==> src/rtl/ksadd_bist_pkg.sv <==
// Shared types and constants for the ksadd16b BIST controller and its LFSR.
package ksadd_bist_pkg;

    typedef enum logic [1:0] {
        IDLE   = 2'd0,
        SETTLE = 2'd1,
        CHECK  = 2'd2,
        DONE   = 2'd3
    } bist_state_t;

    localparam logic [31:0] LFSR_POLY    = 32'h8020_0003;
    localparam logic [31:0] DEFAULT_SEED = 32'hACE1_1234;

    localparam logic [15:0] DIR0_K   = 16'hFFFF;
    localparam logic [15:0] DIR0_T   = 16'h0001;
    localparam logic        DIR0_CIN = 1'b0;
    localparam logic [15:0] DIR1_K   = 16'hFFFF;
    localparam logic [15:0] DIR1_T   = 16'hFFFF;
    localparam logic        DIR1_CIN = 1'b1;

    // Right-shifting Galois step; the feedback mask keeps bit 31 set, so a
    // non-zero state can never fall to all-zero.
    function automatic logic [31:0] lfsr_step(input logic [31:0] cur);
        logic [31:0] nxt;
        if (cur[0]) begin
            nxt = (cur >> 1) ^ LFSR_POLY;
        end else begin
            nxt = cur >> 1;
        end
        return nxt;
    endfunction

    function automatic logic [31:0] seed_fix(input logic [31:0] seed);
        logic [31:0] res;
        if (seed == 32'h0000_0000) begin
            res = 32'h0000_0001;
        end else begin
            res = seed;
        end
        return res;
    endfunction

endpackage

==> src/rtl/ksadd_lfsr32.sv <==
// 32-bit Galois LFSR supplying pseudo-random operand pairs to the BIST.
module ksadd_lfsr32
    import ksadd_bist_pkg::*;
(
    input  logic        clk,
    input  logic        rst,
    input  logic        load,
    input  logic [31:0] seed,
    input  logic        advance,
    output logic [31:0] state
);

    logic [31:0] state_r;

    // LFSR state: reload on reset/load, otherwise step when asked
    always_ff @(posedge clk) begin
        if (rst) begin
            state_r <= seed_fix(seed);
        end else if (load) begin
            state_r <= seed_fix(seed);
        end else if (advance) begin
            state_r <= lfsr_step(state_r);
        end else begin
            state_r <= state_r;
        end
    end

    assign state = state_r;

endmodule

==> src/rtl/ksadd16b_bist.sv <==
// BIST controller for the 16-bit Kogge-Stone adder: drives operands, waits for
// the sum to settle, compares against a behavioural sum and logs mismatches.
module ksadd16b_bist
    import ksadd_bist_pkg::*;
#(
    parameter int          NUM_VECTORS   = 256,
    parameter int          SETTLE_CYCLES = 2,
    parameter logic [31:0] LFSR_SEED     = DEFAULT_SEED
) (
    input  logic        clk,
    input  logic        rst,
    input  logic        start,
    input  logic [16:0] s_i,
    output logic [15:0] k_o,
    output logic [15:0] t_o,
    output logic        cin_o,
    output logic        busy,
    output logic        done,
    output logic        pass,
    output logic [15:0] err_count,
    output logic [15:0] fail_k,
    output logic [15:0] fail_t,
    output logic [16:0] fail_s
);

    localparam logic [15:0] LAST_VEC    = 16'(NUM_VECTORS - 1);
    localparam logic [15:0] SETTLE_INIT = 16'(SETTLE_CYCLES - 1);

    bist_state_t state_r, state_s;
    logic [15:0] vec_cnt_r, vec_cnt_s, settle_cnt_r, settle_cnt_s;
    logic [15:0] k_r, k_s, t_r, t_s;
    logic        cin_r, cin_s;
    logic        busy_r, busy_s, done_r, done_s, pass_r, pass_s;
    logic [15:0] err_r, err_s, fail_k_r, fail_k_s, fail_t_r, fail_t_s;
    logic [16:0] fail_s_r, fail_s_s;
    logic        lfsr_load_s, lfsr_adv_s;
    logic [31:0] lfsr_state_s, lfsr_next_s;
    logic [16:0] expected_s;
    logic        mismatch_s;
    logic [15:0] err_inc_s, vec_next_s;

    ksadd_lfsr32 u_lfsr (
        .clk     (clk),
        .rst     (rst),
        .load    (lfsr_load_s),
        .seed    (LFSR_SEED),
        .advance (lfsr_adv_s),
        .state   (lfsr_state_s)
    );

    // The loaded value is the post-advance state, so look one step ahead.
    assign lfsr_next_s = lfsr_step(lfsr_state_s);
    assign expected_s  = {1'b0, k_r} + {1'b0, t_r} + {16'd0, cin_r};
    assign mismatch_s  = (s_i != expected_s);
    assign err_inc_s   = (err_r == 16'hFFFF) ? err_r : (err_r + 16'd1);
    assign vec_next_s  = vec_cnt_r + 16'd1;

    // FSM state register
    always_ff @(posedge clk) begin
        if (rst) begin
            state_r <= IDLE;
        end else begin
            state_r <= state_s;
        end
    end

    // Datapath and output registers
    always_ff @(posedge clk) begin
        if (rst) begin
            vec_cnt_r    <= 16'd0;
            settle_cnt_r <= 16'd0;
            k_r          <= 16'd0;
            t_r          <= 16'd0;
            cin_r        <= 1'b0;
            busy_r       <= 1'b0;
            done_r       <= 1'b0;
            pass_r       <= 1'b0;
            err_r        <= 16'd0;
            fail_k_r     <= 16'd0;
            fail_t_r     <= 16'd0;
            fail_s_r     <= 17'd0;
        end else begin
            vec_cnt_r    <= vec_cnt_s;
            settle_cnt_r <= settle_cnt_s;
            k_r          <= k_s;
            t_r          <= t_s;
            cin_r        <= cin_s;
            busy_r       <= busy_s;
            done_r       <= done_s;
            pass_r       <= pass_s;
            err_r        <= err_s;
            fail_k_r     <= fail_k_s;
            fail_t_r     <= fail_t_s;
            fail_s_r     <= fail_s_s;
        end
    end

    // Next-state and next-value logic
    always_comb begin
        state_s      = state_r;
        vec_cnt_s    = vec_cnt_r;
        settle_cnt_s = settle_cnt_r;
        k_s          = k_r;
        t_s          = t_r;
        cin_s        = cin_r;
        busy_s       = busy_r;
        done_s       = done_r;
        pass_s       = pass_r;
        err_s        = err_r;
        fail_k_s     = fail_k_r;
        fail_t_s     = fail_t_r;
        fail_s_s     = fail_s_r;
        lfsr_load_s  = 1'b0;
        lfsr_adv_s   = 1'b0;
        case (state_r)
            IDLE, DONE: begin
                if (start) begin
                    k_s          = DIR0_K;
                    t_s          = DIR0_T;
                    cin_s        = DIR0_CIN;
                    err_s        = 16'd0;
                    fail_k_s     = 16'd0;
                    fail_t_s     = 16'd0;
                    fail_s_s     = 17'd0;
                    done_s       = 1'b0;
                    pass_s       = 1'b0;
                    busy_s       = 1'b1;
                    vec_cnt_s    = 16'd0;
                    settle_cnt_s = SETTLE_INIT;
                    lfsr_load_s  = 1'b1;
                    state_s      = SETTLE;
                end else begin
                    state_s = state_r;
                end
            end
            SETTLE: begin
                if (settle_cnt_r == 16'd0) begin
                    state_s = CHECK;
                end else begin
                    settle_cnt_s = settle_cnt_r - 16'd1;
                end
            end
            CHECK: begin
                if (mismatch_s) begin
                    err_s = err_inc_s;
                    if (err_r == 16'd0) begin
                        fail_k_s = k_r;
                        fail_t_s = t_r;
                        fail_s_s = s_i;
                    end else begin
                        fail_k_s = fail_k_r;
                    end
                end else begin
                    err_s = err_r;
                end
                if (vec_cnt_r == LAST_VEC) begin
                    state_s = DONE;
                    busy_s  = 1'b0;
                    done_s  = 1'b1;
                    pass_s  = (err_s == 16'd0);
                end else begin
                    vec_cnt_s    = vec_next_s;
                    settle_cnt_s = SETTLE_INIT;
                    state_s      = SETTLE;
                    if (vec_next_s == 16'd1) begin
                        k_s   = DIR1_K;
                        t_s   = DIR1_T;
                        cin_s = DIR1_CIN;
                    end else begin
                        k_s        = lfsr_next_s[31:16];
                        t_s        = lfsr_next_s[15:0];
                        cin_s      = vec_next_s[0];
                        lfsr_adv_s = 1'b1;
                    end
                end
            end
            default: begin
                state_s = IDLE;
            end
        endcase
    end

    assign k_o       = k_r;
    assign t_o       = t_r;
    assign cin_o     = cin_r;
    assign busy      = busy_r;
    assign done      = done_r;
    assign pass      = pass_r;
    assign err_count = err_r;
    assign fail_k    = fail_k_r;
    assign fail_t    = fail_t_r;
    assign fail_s    = fail_s_r;

endmodule

==> config.mk <==
export PLATFORM = sky130hd
export DESIGN_NAME = ksadd16b_bist
export DESIGN_NICKNAME = d
export VERILOG_FILES = /design/src/rtl/ksadd_bist_pkg.sv /design/src/rtl/ksadd_lfsr32.sv /design/src/rtl/ksadd16b_bist.sv
export SDC_FILE = /design/constraint.sdc
export NUM_CORES = 1
export LEC_CHECK = 0
export CORE_ASPECT_RATIO = 2
export CORE_UTILIZATION = 50
export DETAILED_ROUTE_END_ITERATION = 16
export HOLD_SLACK_MARGIN = 0.1
export PLACE_DENSITY = 0.74
export SLEW_MARGIN = 20
export SYNTH_ARGS = -nofsm -noshare
export SYNTH_HDL_FRONTEND = slang
export SYNTH_SLANG_ARGS = --single-unit
==> constraint.sdc <==
create_clock -name clk -period 8.2 [get_ports clk]
set_clock_uncertainty 0.05 [all_clocks]
set_input_delay 1.64 -clock clk [delete_from_list [all_inputs] [get_ports clk]]
set_output_delay 1.64 -clock clk [all_outputs]
set_load 0.05 [all_outputs]
==> results_dict.tcl <==
set metrics [dict create \
    outcome "finished clean" \
    grt_setup_unrepaired "false" \
    dr.first_iter.drc_count 443 \
    worst_ep_required_time_ns 8.51 \
    grt_max_degree 99 \
    cp_data_arrival_time_ns 5.72 \
    pwr-share-seq 0.362 \
    drv_cap 0 \
    fillers 1521 \
    leakage_uw 0.00371 \
    die_h_um 187 \
    p_comb_frac 0.306 \
    syn_avg_cell_area_sq_um 7.66 \
    rows 67 \
    hold_viol 0 \
    grt_pass1_wl_um 41200 \
    drc 0 \
    syn-cell-area_sq_mm 0.00852 \
    crit_family "simple AND/OR/NAND/NOR gates" \
    synth_top_area_frac 0.392 \
    synth_top_area_cell "dfxtp_1" \
    clock_latency_ns 0.43 \
    wl_per_cell_um 18.7 \
    worstSetupPathType "input port to flip-flop" \
    syn_nets 1158 \
    tightestPinTransition_ns 1.07 \
    final_max_slew_viol_count 0 \
    portBuffers 120 \
    synth_edf_count 0 \
    ys_types 61 \
    pin_count 121 \
    die_area_sq_mm 0.0176 \
    synth_seq_cells 167 \
    post_cts_buffers 0 \
    p_int_uw 1680 \
    num_vias 8345 \
    path_cells "clkdlybuf4s50_1 -> xor2_1 -> a221oi_1 -> a221oi_1 -> nand4_1 -> or4_1 -> nor4_1 -> or4b_1 -> and2_4 -> mux2_4 -> or4_1 -> o21ai_1" \
    grt_overflow 0 \
    relSlewSlack 0.285 \
    vdd_ir_drop_max_mv 0.201 \
    cts_buffers 17 \
    area_growth_syn_to_layout_pct 22.0 \
    clock_path_buffers 2 \
    worstPathMaxFanout 8 \
    startpoint_type "input port" \
    cts_resized 0 \
    ys_top_cells_by_area "dfxtp_1 (39%), a21oi_1 (8.5%), nand2_1 (6.2%)" \
    ant_nets 0 \
    finalCriticalPeriod_ns 5.41 \
    utilization 0.623 \
    place_hpwl_um 18900 \
    hp-class "flip-flop to flip-flop" \
    layout.nets 1231 \
    wirelength_um 26200 \
    fp.dieW_um 94.3 \
    period_share 0.660 \
    first_global_vias 8076 \
    critPathCaptureType "flip-flop" \
    initial_core_util 0.511 \
    grt_antenna_before_repair 0 \
    cts_tree "yes" \
    final_cell_mix "dfxtp_1 (167), a21oi_1 (144), nand2_1 (140)" \
    p_sw_frac 0.361 \
    finalSetupViolCount 0 \
    cpPeakStageDelay_ns 0.67 \
    power_switching_uw 947 \
    fin_total_pwr_uw 2620 \
    drive_gt1_frac 0.0459 \
    synth_cells 1113 \
    cts_hold_buf 0 \
    cp.buffers_inverters 1 \
    synth-seq-area-share 0.392 \
    yosys_warnings 0 \
    core-area_sq_mm 0.0167 \
    num_antenna_cells 0 \
    cpMaxStageDelayCell "or4b_1" \
    groute.usage.overall 0.303 \
    tns_ns 0 \
    drt-vias-per-instance 5.94 \
    p_per_area_mw_per_mm2 252 \
    gp_congestion 0.927 \
    cts.clk_slew.worst_paths_ns 0.07 \
    drt_first_pass_iters 5 \
    cts_sinks 167 \
    synth_ff_type "dfxtp_1" \
    fmax_mhz 185 \
    final_common_cell "dfxtp_1" \
    power_frac_clock 0.332 \
    ctsHtreeMaxLevel 4 \
    async_flop_share 0 \
    clock_tree.root_cell "clkbuf_16" \
]
-- path summary, 6_finish.rpt --
check / start / to / slack, ns / depth (start not counted)
min reg2reg: u_lfsr.state[8] / u_lfsr.state[7] / 0.42 / 2
max reg2reg: k_o[0] / pass / 3.16 / 15
min: u_lfsr.state[8] / u_lfsr.state[7] / 0.42 / 2
max: s_i[13] / pass / 2.79 / 12
-- stage by stage --
stage	std cells	cell area (sq um)	hold slack, ns	setup WS, ns
floorplan	1113	8520	0.392	3.60
global placement	1374	9760	0.399	2.45
detailed placement	1374	9760	0.408	2.46
CTS	1405	10400	0.420	2.89
global route	1405	10400	0.430	2.75
finish	1405	10400	0.416	2.79
-- cell type report --
| type | instances | area (sq um) | area share |
|---|---|---|---|
| Multi-Input combinational cell | 849 | 4820 | 0.463 |
| Sequential cell | 167 | 3340 | 0.322 |
| Timing Repair Buffer | 128 | 1260 | 0.121 |
| Clock buffer | 18 | 439 | 0.0422 |
| Tap cell | 207 | 259 | 0.0249 |
| Clock inverter | 13 | 195 | 0.0188 |
| Inverter | 23 | 86.3 | 0.00830 |
-- power by group through the flow --
stage	clock, uW	sequential, uW	combinational (uW)
2_1_floorplan	0	1020	514
3_3_place_gp	0	965	784
3_5_place_dp	0	967	797
4_1_cts	879	950	801
5_1_grt	921	958	876
6_report	871	951	803
-- worst reg2reg max path: stages (launching register included) --
cell and delay (ns):
dfxtp_1 0.34, inv_1 0.11, fa_1 0.21, inv_1 0.06
fa_1 0.43, a211oi_1 0.44, o211ai_1 0.14, a21oi_1 0.52
o221ai_1 0.27, mux2i_1 0.21, nor4_1 0.37, or4b_1 0.67
and2_4 0.24, mux2_4 0.29, or4_1 0.46, o21ai_1 0.15
-- sequential cells by signal, summed over array words and instances, names as in the netlist --
register,count
fail_s,17
fail_k,16
busy,1
k_o,16
pass,1
err_count,16
vec_cnt_r,16
done,1
settle_cnt_r,16
u_lfsr.state,32
cin_o,1
t_o,16
fail_t,16
state_r,2
-- cells in the mapped netlist (all sizes together) (15+ instances only) --
cell / n
nand2b: 60
ha: 23
nand3: 82
nor3: 34
nor2: 105
clkbuf: 59
buf: 15
xor2: 22
xnor2: 19
dfxtp: 167
inv: 23
and3: 17
a21oi: 145
nor4: 17
nand2: 140
o21ai: 53
-- routing by layer --
metal	track usage	vias up	wire [um]
li1	-	4040	-
met1	0.296	3947	9290
met2	0.577	281	14600
met3	0.0428	77	973
met4	0.173	0	1390
met5	0	-	0
-- kinds of logic (layout without fill, tap and decap cells) --
logic type / after synthesis / after routing / synth area share
flops: 167 / 167 / 0.392
buf+inv: 97 / 182 / 0.0442
compound gates: 266 / 266 / 0.180
fa+ha+maj: 25 / 25 / 0.0385
mux: 8 / 8 / 0.0103
simple gates: 509 / 509 / 0.292
xor+xnor: 41 / 41 / 0.0430
(Power assumes the default switching activity.)
